File: src/rtl/opn_adpcm_mem_arb.sv
// opn_adpcm_mem_arb: round-robin arbiter sharing one fixed-latency byte memory among NCH ADPCM channels
module opn_adpcm_mem_arb #(
    parameter int NCH    = 3,
    parameter int AW     = 18,
    parameter int RD_LAT = 2
) (
    input  logic              clk,
    input  logic              rst,
    input  logic [NCH-1:0]    ch_rd,
    input  logic [NCH-1:0]    ch_wr,
    input  logic [NCH*AW-1:0] ch_addr,
    input  logic [NCH*8-1:0]  ch_wdata,
    output logic [NCH*8-1:0]  ch_rdata,
    output logic [NCH-1:0]    ch_ack,
    output logic [NCH-1:0]    ch_ovf,
    input  logic [NCH-1:0]    ch_ovf_clr,
    output logic [AW-1:0]     mem_addr,
    output logic              mem_rd,
    output logic              mem_wr,
    output logic [7:0]        mem_wdata,
    input  logic [7:0]        mem_rdata
);
    localparam int IW = NCH > 1 ? $clog2(NCH) : 1;
    localparam int CW = RD_LAT > 1 ? $clog2(RD_LAT) : 1;
    typedef enum logic [1:0] {IDLE, ISSUE, WAIT, DONE} state_t;
    state_t state, state_nx;
    logic [NCH-1:0] pend, slot_wr, req, take;
    logic [AW-1:0] slot_addr [NCH];
    logic [7:0] slot_wdata [NCH];
    logic [IW-1:0] rr_ptr, gnt, sel;
    logic found, gnt_wr;
    logic [CW-1:0] wcnt;
    assign req = ch_rd | ch_wr;
    // Walk downward so the lowest offset from rr_ptr is the last (winning) assignment
    always_comb begin
        sel = '0;
        found = 1'b0;
        for (int k = NCH - 1; k >= 0; k--)
            if (pend[(int'(rr_ptr) + k) % NCH]) begin
                sel = IW'((int'(rr_ptr) + k) % NCH);
                found = 1'b1;
            end
        take = (state == IDLE && found) ? NCH'(1) << sel : '0;
    end
    always_comb begin
        state_nx = state;
        case (state)
            IDLE:  if (found) state_nx = ISSUE;
            ISSUE: state_nx = gnt_wr ? IDLE : (RD_LAT == 1 ? DONE : WAIT);
            WAIT:  if (wcnt == CW'(RD_LAT - 2)) state_nx = DONE;
            DONE:  state_nx = IDLE;
        endcase
    end
    // A slot being granted this cycle hands its contents to the grant path, so a new request there is not an overrun
    always_ff @(posedge clk or posedge rst)
        if (rst) begin
            pend <= '0;
            slot_wr <= '0;
            ch_ovf <= '0;
            for (int i = 0; i < NCH; i++) begin
                slot_addr[i] <= '0;
                slot_wdata[i] <= '0;
            end
        end else begin
            for (int i = 0; i < NCH; i++)
                if (req[i]) begin
                    slot_addr[i] <= ch_addr[i*AW +: AW];
                    slot_wdata[i] <= ch_wdata[i*8 +: 8];
                    slot_wr[i] <= ch_wr[i];
                end
            pend <= req | (pend & ~take);
            ch_ovf <= (req & pend & ~take) | (ch_ovf & ~ch_ovf_clr);
        end
    always_ff @(posedge clk or posedge rst)
        if (rst) begin
            state <= IDLE;
            rr_ptr <= '0;
            gnt <= '0;
            gnt_wr <= 1'b0;
            wcnt <= '0;
            mem_addr <= '0;
            mem_rd <= 1'b0;
            mem_wr <= 1'b0;
            mem_wdata <= '0;
            ch_ack <= '0;
            ch_rdata <= '0;
        end else begin
            state <= state_nx;
            mem_rd <= 1'b0;
            mem_wr <= 1'b0;
            ch_ack <= '0;
            wcnt <= state == WAIT ? wcnt + 1'b1 : '0;
            if (state == IDLE && found) begin
                gnt <= sel;
                gnt_wr <= slot_wr[sel];
                rr_ptr <= sel == IW'(NCH - 1) ? '0 : sel + 1'b1;
                mem_addr <= slot_addr[sel];
                mem_rd <= ~slot_wr[sel];
                mem_wr <= slot_wr[sel];
                if (slot_wr[sel]) mem_wdata <= slot_wdata[sel];
            end
            if (state == ISSUE && gnt_wr) ch_ack[gnt] <= 1'b1;
            if (state == DONE) begin
                ch_rdata[gnt*8 +: 8] <= mem_rdata;
                ch_ack[gnt] <= 1'b1;
            end
        end
endmodule

File: config.mk
export PLATFORM = sky130hd
export DESIGN_NAME = opn_adpcm_mem_arb
export DESIGN_NICKNAME = d
export VERILOG_FILES = /design/src/rtl/opn_adpcm_mem_arb.sv
export SDC_FILE = /design/constraint.sdc
export NUM_CORES = 1
export LEC_CHECK = 0
export BUFFER_PORTS_ARGS = -buffer_cell sky130_fd_sc_hd__buf_2
export CAP_MARGIN = 20
export CORE_UTILIZATION = 48
export DETAILED_ROUTE_END_ITERATION = 8
export GPL_ROUTABILITY_DRIVEN = 0
export GPL_TIMING_DRIVEN = 0
export PLACE_DENSITY = 0.73
export SLEW_MARGIN = 20
export SYNTH_ARGS = -nofsm -noshare
export SYNTH_HDL_FRONTEND = slang
export SYNTH_SLANG_ARGS = --single-unit
File: constraint.sdc
create_clock -name clk -period 4.4 [get_ports clk]
set_clock_uncertainty 0.05 [all_clocks]
set_input_delay 0.66 -clock clk [delete_from_list [all_inputs] [get_ports clk]]
set_output_delay 0.66 -clock clk [all_outputs]
set_load 0.01 [all_outputs]
======== After elaboration in Yosys (flattened, before gate mapping) ========
Index checks and enable logic that the tools add are counted.
word-level totals
  bits in registers ....................... 150
  output and inout port bits .............. 58
  word-level logic and storage cells ...... 101
cells by class
  add/sub/neg operators ................... 5
  order comparisons ....................... 7
  shift operators ......................... 3
  muxes and demuxes ....................... 37
  eq/ne operators ......................... 6
  divide/modulo/power cells ............... 3
  bitwise gates (word level) .............. 12
  reductions and logical operators ........ 6
operator list
  operator                                                                 number
  32-bit by 4-bit < comparator with 1-bit output, second input constant    3
  32-bit by 3-bit modulo with 32-bit output, second input constant         2
  18-bit binary-select mux with 2-bit select                               1
  18-bit two-way mux                                                       2
  5-bit negator with 34-bit output                                         1
  8-bit by 34-bit variable shift with 24-bit output, first input constant  1
  8-bit by 34-bit indexed part select with 24-bit output                   1
  3-bit by 3-bit modulo with 32-bit output, second input constant          1
  24-bit bitwise mux                                                       1
  8-bit binary-select mux with 2-bit select                                1
  8-bit two-way mux                                                        2
  1-bit two-way mux                                                        14
  2-bit two-way mux                                                        7
  3-bit bitwise AND                                                        4
  3-bit OR                                                                 4
  3-bit two-way mux                                                        3
  1-bit binary-select mux with 2-bit select                                4
  2-bit case mux with 4 select lines                                       1
  2-bit == test, second input constant                                     3
  2-bit by 3-bit < comparator with 1-bit output, second input constant     2
  3-bit NOT                                                                2
  2-bit != test, second input constant                                     2
  2-bit AND reduction                                                      2
  2-bit by 1-bit adder with 3-bit output, second input constant            1
  other kinds (12)                                                         14

======== Logic depth before layout (Yosys ltp) ========
  word-level depth ........................ 13
  gate-level depth with buffers ........... 10
  gate-level depth less buffers ........... 7

======== Least setup slack after synthesis ========
OpenSTA, ideal clock, no wires.
  path kind ............................... register to register
  from .................................... register rr_ptr[1]
  to ...................................... register mem_wdata[0]
  data required time ...................... 4225 ps
  library setup time ...................... 125 ps
  clock period less this slack ............ 2544 ps
  path buffers ............................ 2
  arrival ................................. 2369 ps
  cell stages (with the launch flop) ...... 9
  setup slack ............................. 1856 ps
  cell sequence ........................... dfrtp_1 -> ha_1 -> buf_4 -> nor4b_1 -> o211ai_1 -> buf_2 -> a21o_1 -> a311oi_4 -> mux2_2
between the ends
  cells in the longest elaborated chain, start to end .. 12
  elaborated cells between the ends (all ways) .. 28
  classes of those cells .................. add/sub: 2; div: 3; mux: 20; bitwise: 1; reduce/logical: 2
ends and longest elaborated chain
  element                                               line    source
  start: declaration                                    30      logic [IW-1:0] rr_ptr, gnt, sel;
  start signal: assignment                              96      rr_ptr <= sel == IW'(NCH - 1) ? '0 : sel + 1'b1;
  2-bit by 2-bit adder with 3-bit output                39, 40
  32-bit by 3-bit modulo with 32-bit output             39, 40
  1-bit binary-select mux with 2-bit select             39      if (pend[(int'(rr_ptr) + k) % NCH]) begin
  1-bit two-way mux (implied by the code) (2 in a row)  39
  2-bit two-way mux (3 in a row)                        39
  2-bit NOT with 3-bit output (implied by the code)     100     if (slot_wr[sel]) mem_wdata <= slot_wdata[sel];
  8-bit binary-select mux with 2-bit select             100
  8-bit two-way mux (implied by the code) (2 in a row)  100
  end signal: assignment                                100
  end: declaration                                      20      output logic [7:0] mem_wdata,
Several ways; a longest one is shown, not always the timed one. The select of a mux whose other input is x is not followed.
A chain may end at the register's enable or synchronous reset.

======== Worst setup path after layout ========
  from .................................... register rr_ptr[0]
  to ...................................... register mem_addr[6]
between the ends
  cells in the longest elaborated chain, start to end .. 12
  elaborated cells between the ends (all ways) .. 25
  classes of those cells .................. add/sub: 2; div: 3; mux: 18; bitwise: 1; reduce/logical: 1
ends and longest elaborated chain
  element                                                line    source
  2-bit by 2-bit adder with 3-bit output                 39, 40
  32-bit by 3-bit modulo with 32-bit output              39, 40
  1-bit binary-select mux with 2-bit select              39
  1-bit two-way mux (implied by the code) (2 in a row)   39
  2-bit two-way mux (3 in a row)                         39
  2-bit NOT with 3-bit output (implied by the code)      97      mem_addr <= slot_addr[sel];
  18-bit binary-select mux with 2-bit select             97
  18-bit two-way mux (implied by the code) (2 in a row)  97
  end signal: assignment                                 97
  end: declaration                                       17      output logic [AW-1:0] mem_addr,
Several ways; a longest one is shown, not always the timed one. The select of a mux whose other input is x is not followed.

==> impl_table.tex <==
\begin{tabular}{lr}
\hline
Metric & Value \\
\hline
\multicolumn{2}{l}{\textbf{Status}} \\
\quad Status & finished clean \\
\multicolumn{2}{l}{\textbf{Logic synthesis}} \\
\quad Number of warnings printed during yosys synthesis & 0 \\
\quad Post-synth EDFFs & 0 \\
\quad Post-Syn Area & 6430 µm² \\
\quad Asr flop ratio synth & 100\% \\
\quad Number of flip-flops and latches in the synthesized netlist & 150 \\
\quad Most area-hungry cell type in the Yosys netlist & sky130\_fd\_sc\_hd\_\_dfrtp\_1 \\
\quad Largest cells by area after synthesis & sky130\_fd\_sc\_hd\_\_dfrtp\_1 58\%, sky130\_fd\_sc\_hd\_\_mux2\_2 15\%, sky130\_fd\_sc\_hd\_\_a22o\_1 3.5\% \\
\quad Count of mapped cells out of synthesis & 512 \\
\quad Area share of the largest cell type after synthesis & 58.4\% \\
\quad Main synth FF type & sky130\_fd\_sc\_hd\_\_dfrtp\_1 \\
\quad Post-synth net total & 618 \\
\quad Average cell area after synthesis & 12.6 µm² \\
\quad Library cells used by synthesis & 36 \\
\quad Fraction of the yosys area taken by sequential cells & 58.4\% \\
\multicolumn{2}{l}{\textbf{STA}} \\
\quad Final worst path period share & 72.2\% \\
\quad Total negative slack for setup checks & 0 ns \\
\quad Fin Hold WS & 0.248 ns \\
\quad Number of pins exceeding their max-slew limit in the final report & 0 \\
\quad Final hold violations & 0 \\
\quad RSZ-0062 raised after global routing & false \\
\quad Achievable frequency & 315 MHz \\
\quad Slew at the pin closest to its max-slew limit & 1.03 ns \\
\quad Tightest slew margin relative to the limit & 31.3\% \\
\quad Final setup violation count & 0 \\
\quad Post-layout min period & 3.18 ns \\
\multicolumn{2}{l}{\textbf{Cells and area}} \\
\quad Area Growth Syn to Fin & 26.1\% \\
\quad Net count reported at finish & 796 \\
\quad Area of all placed cells without fillers & 8110 µm² \\
\quad Share of the core filled with cells in the final layout & 63.2\% \\
\quad Proportion of layout cells with a drive suffix above 1 & 41.9\% \\
\quad Inserted Diodes & 0 \\
\multicolumn{2}{l}{\textbf{Global route}} \\
\quad Initial antenna violation count & 1 \\
\quad Congestion Overflow GR & 0 \\
\quad Number of global-route vias before repair & 5048 \\
\quad Global router's overall resource usage & 23.9\% \\
\quad First-pass GRT wire length & 25600 µm \\
\quad Largest net degree at the start of global routing & 36 \\
\multicolumn{2}{l}{\textbf{Routing}} \\
\quad Detailed Route WL & 15600 µm \\
\quad Via total after detailed routing & 4855 \\
\quad Number of iterations in the first detailed-routing pass & 5 \\
\quad Avg WL per Cell & 17.8 µm \\
\quad DRC violations left & 0 \\
\quad DRC violation total after the first TritonRoute iteration & 293 \\
\quad Final antenna-violating net count & 0 \\
\quad Drt via density & 5.55 \\
\multicolumn{2}{l}{\textbf{Floorplanning}} \\
\quad \# rows & 41 \\
\quad I/O pin cnt & 155 \\
\quad Vert. Die Dim & 118 µm \\
\quad Die W & 118 µm \\
\quad Effective utilization at floorplan & 50.1\% \\
\quad Standard cell core area & 12800 µm² \\
\quad Die footprint & 13900 µm² \\
\multicolumn{2}{l}{\textbf{Min path}} \\
\quad Worst min-delay path category & primary input to async pin \\
\multicolumn{2}{l}{\textbf{Place}} \\
\quad Count of input and output buffers & 154 \\
\quad HPWL after detailed placement & 11300 µm \\
\quad Instance area at placement & 7520 µm² \\
\multicolumn{2}{l}{\textbf{Setup path}} \\
\quad CP max-delay cell & sky130\_fd\_sc\_hd\_\_a21oi\_1 \\
\quad List of cells traversed by the critical path & inv\_1 -> ha\_1 -> buf\_4 -> nand2b\_1 -> a21o\_1 -> clkbuf\_1 -> a21oi\_1 -> clkbuf\_1 -> a211oi\_1 -> o21ai\_0 \\
\quad Cell repeated most along the worst path & sky130\_fd\_sc\_hd\_\_clkbuf\_1 \\
\quad Worst setup path class & flop to flop \\
\quad CP Buf/Inv Count & 4 \\
\quad Crit path largest cell delay & 0.81 ns \\
\quad Cell family contributing the most delay on the critical path & compound AO/OA/AOI/OAI gates \\
\quad Crit path launch type & flop \\
\quad Required time of the critical path & 4.70 ns \\
\quad Largest fanout on the critical path & 10 \\
\quad Worst setup EP type & flop \\
\quad Arrival @ worst endpoint & 3.47 ns \\
\multicolumn{2}{l}{\textbf{Clock network}} \\
\quad Number of CTS-inserted buffers & 17 \\
\quad Hold-fix buffer count after cts & 0 \\
\quad Buffer levels on the longest clock path & 2 \\
\quad Post-CTS Setup Bufs & 0 \\
\quad Worst-Skew Late Latency & 0.42 ns \\
\quad Reg clk slew, reported paths & 0.06 ns \\
\quad Number of sinks handled by clock tree synthesis & 150 \\
\quad Buffer type at the clock tree root & sky130\_fd\_sc\_hd\_\_clkbuf\_16 \\
\quad H-tree Lvls & 4 \\
\quad TritonCTS clock tree & yes \\
\quad Number of cells upsized or downsized after cts & 0 \\
\multicolumn{2}{l}{\textbf{Pwr}} \\
\quad Power density of the placed cells & 671 nW/µm² \\
\quad IR drop worst, VDD & 0.000450 V \\
\quad Leakage Power & 3.80 nW \\
\multicolumn{2}{l}{\textbf{Run}} \\
\quad Max-capacitance violation count & 0 \\
\hline
\end{tabular}
==> synth_stat cells, types with 2 or more instances <==
| cell type | count |
|---|---|
| sky130_fd_sc_hd__mux2_2 | 86 |
| sky130_fd_sc_hd__nand2b_1 | 5 |
| sky130_fd_sc_hd__ha_1 | 9 |
| sky130_fd_sc_hd__a22o_1 | 26 |
| sky130_fd_sc_hd__nor2b_1 | 2 |
| sky130_fd_sc_hd__nand3_1 | 13 |
| sky130_fd_sc_hd__clkbuf_1 | 25 |
| sky130_fd_sc_hd__nor4_1 | 2 |
| sky130_fd_sc_hd__nand2_1 | 27 |
| sky130_fd_sc_hd__o21ai_0 | 42 |
| sky130_fd_sc_hd__and2_1 | 5 |
| sky130_fd_sc_hd__a21o_1 | 8 |
| sky130_fd_sc_hd__a211oi_1 | 27 |
| sky130_fd_sc_hd__and3_1 | 18 |
| sky130_fd_sc_hd__nor2_1 | 8 |
| sky130_fd_sc_hd__a21bo_2 | 9 |
| sky130_fd_sc_hd__a31oi_1 | 9 |
| sky130_fd_sc_hd__o22ai_1 | 5 |
| sky130_fd_sc_hd__nor4b_1 | 2 |
| sky130_fd_sc_hd__dfrtp_1 | 150 |
| sky130_fd_sc_hd__a21oi_1 | 2 |
| sky130_fd_sc_hd__buf_2 | 5 |
| sky130_fd_sc_hd__inv_1 | 14 |
==> cell usage in the layout, fill, tap and decap left out, types with 3 or more instances in the layout <==
| cell | instances |
|---|---|
| sky130_fd_sc_hd__buf_2 | 160 |
| sky130_fd_sc_hd__dfrtp_1 | 150 |
| sky130_fd_sc_hd__mux2_2 | 86 |
| sky130_fd_sc_hd__o21ai_0 | 42 |
| sky130_fd_sc_hd__clkbuf_1 | 27 |
| sky130_fd_sc_hd__nand2_1 | 27 |
| sky130_fd_sc_hd__a211oi_1 | 27 |
| sky130_fd_sc_hd__a22o_1 | 26 |
| sky130_fd_sc_hd__and3_1 | 18 |
| sky130_fd_sc_hd__clkbuf_16 | 17 |
| sky130_fd_sc_hd__inv_1 | 13 |
| sky130_fd_sc_hd__nand3_1 | 13 |
| sky130_fd_sc_hd__a21bo_2 | 9 |
| sky130_fd_sc_hd__a31oi_1 | 9 |
| sky130_fd_sc_hd__ha_1 | 9 |
| sky130_fd_sc_hd__nor2_1 | 8 |
| sky130_fd_sc_hd__a21o_1 | 8 |
| sky130_fd_sc_hd__nand2b_1 | 5 |
| sky130_fd_sc_hd__o22ai_1 | 5 |
| sky130_fd_sc_hd__and2_1 | 5 |
| sky130_fd_sc_hd__clkinvlp_4 | 4 |
| sky130_fd_sc_hd__clkbuf_8 | 4 |
| sky130_fd_sc_hd__buf_12 | 4 |
| sky130_fd_sc_hd__clkinv_2 | 3 |
==> logic make-up after synthesis <==
kind of cell	Yosys count	share of synthesized area, %
flip-flops	150	58.4
buffers and inverters	46	2.84
multiplexers	87	15.2
adder cells (fa/ha/maj)	9	1.75
AO/OA/AOI/OAI	136	15.1
AND/OR/NAND/NOR	84	6.71
==> metal layers <==
layer	share of wire (%)	global-route usage, %	up-vias
li1	-	-	2232
met1	41	28.8	2431
met2	51	40.1	159
met3	6.0	6.44	31
met4	2.2	10.2	2
met5	0.084	0	-
==> sequential cells by signal, summed over array words and instances (netlist names), named ones only <==
| register | flops |
|---|---|
| gnt | 2 |
| slot_wr | 3 |
| slot_addr | 54 |
| pend | 3 |
| ch_ack | 3 |
| ch_rdata | 24 |
| mem_rd | 1 |
| slot_wdata | 24 |
| state | 1 |
| mem_wr | 1 |
| mem_addr | 18 |
| ch_ovf | 3 |
| mem_wdata | 8 |
| wcnt | 1 |
| gnt_wr | 1 |
| rr_ptr | 2 |
==> cell type report <==
cell class,count,area [µm²]
Buffer,32,130
Clock buffer,23,488
Clock inverter,8,97.6
Fill cell,1034,4720
Inverter,14,56.3
Multi-Input combinational cell,316,2510
Sequential cell,150,3750
Tap cell,172,215
Timing Repair Buffer,159,856
==> final timing paths <==
check                               endpoint          start  slack, ns  cells past startpoint
worst max-delay path             mem_addr[6]      rr_ptr[0]       1.22                     10
worst min-delay path            slot_addr[5]            rst       0.25                      2
worst max register to register   mem_addr[6]      rr_ptr[0]       1.22                     10
worst min register to register          wcnt           wcnt       0.38                      1
max in group asynchronous       mem_wdata[0]            rst       3.28                      4
min in group clk                   ch_ovf[0]  ch_ovf_clr[0]       0.36                      2
==> report_power, final <==
group          leakage [nW]  switching [mW]  internal, mW
Clock                 0.281           0.541         0.888
Combinational          1.72            1.26         0.860
Sequential             1.81           0.173          1.71
==> per-stage QoR <==
| step | std cells | total power, mW | worst slack, ns |
|---|---|---|---|
| 2_1_floorplan | 512 | 3.28 | 1.80 |
| 3_3_place_gp | 838 | 3.91 | 0.993 |
| 3_5_place_dp | 843 | 4.02 | 1.23 |
| 4_1_cts | 874 | 5.46 | 1.21 |
| 5_1_grt | 874 | 5.78 | 0.982 |
| 6_report | 874 | 5.44 | 1.22 |
Power figures use the tool's default switching activity.
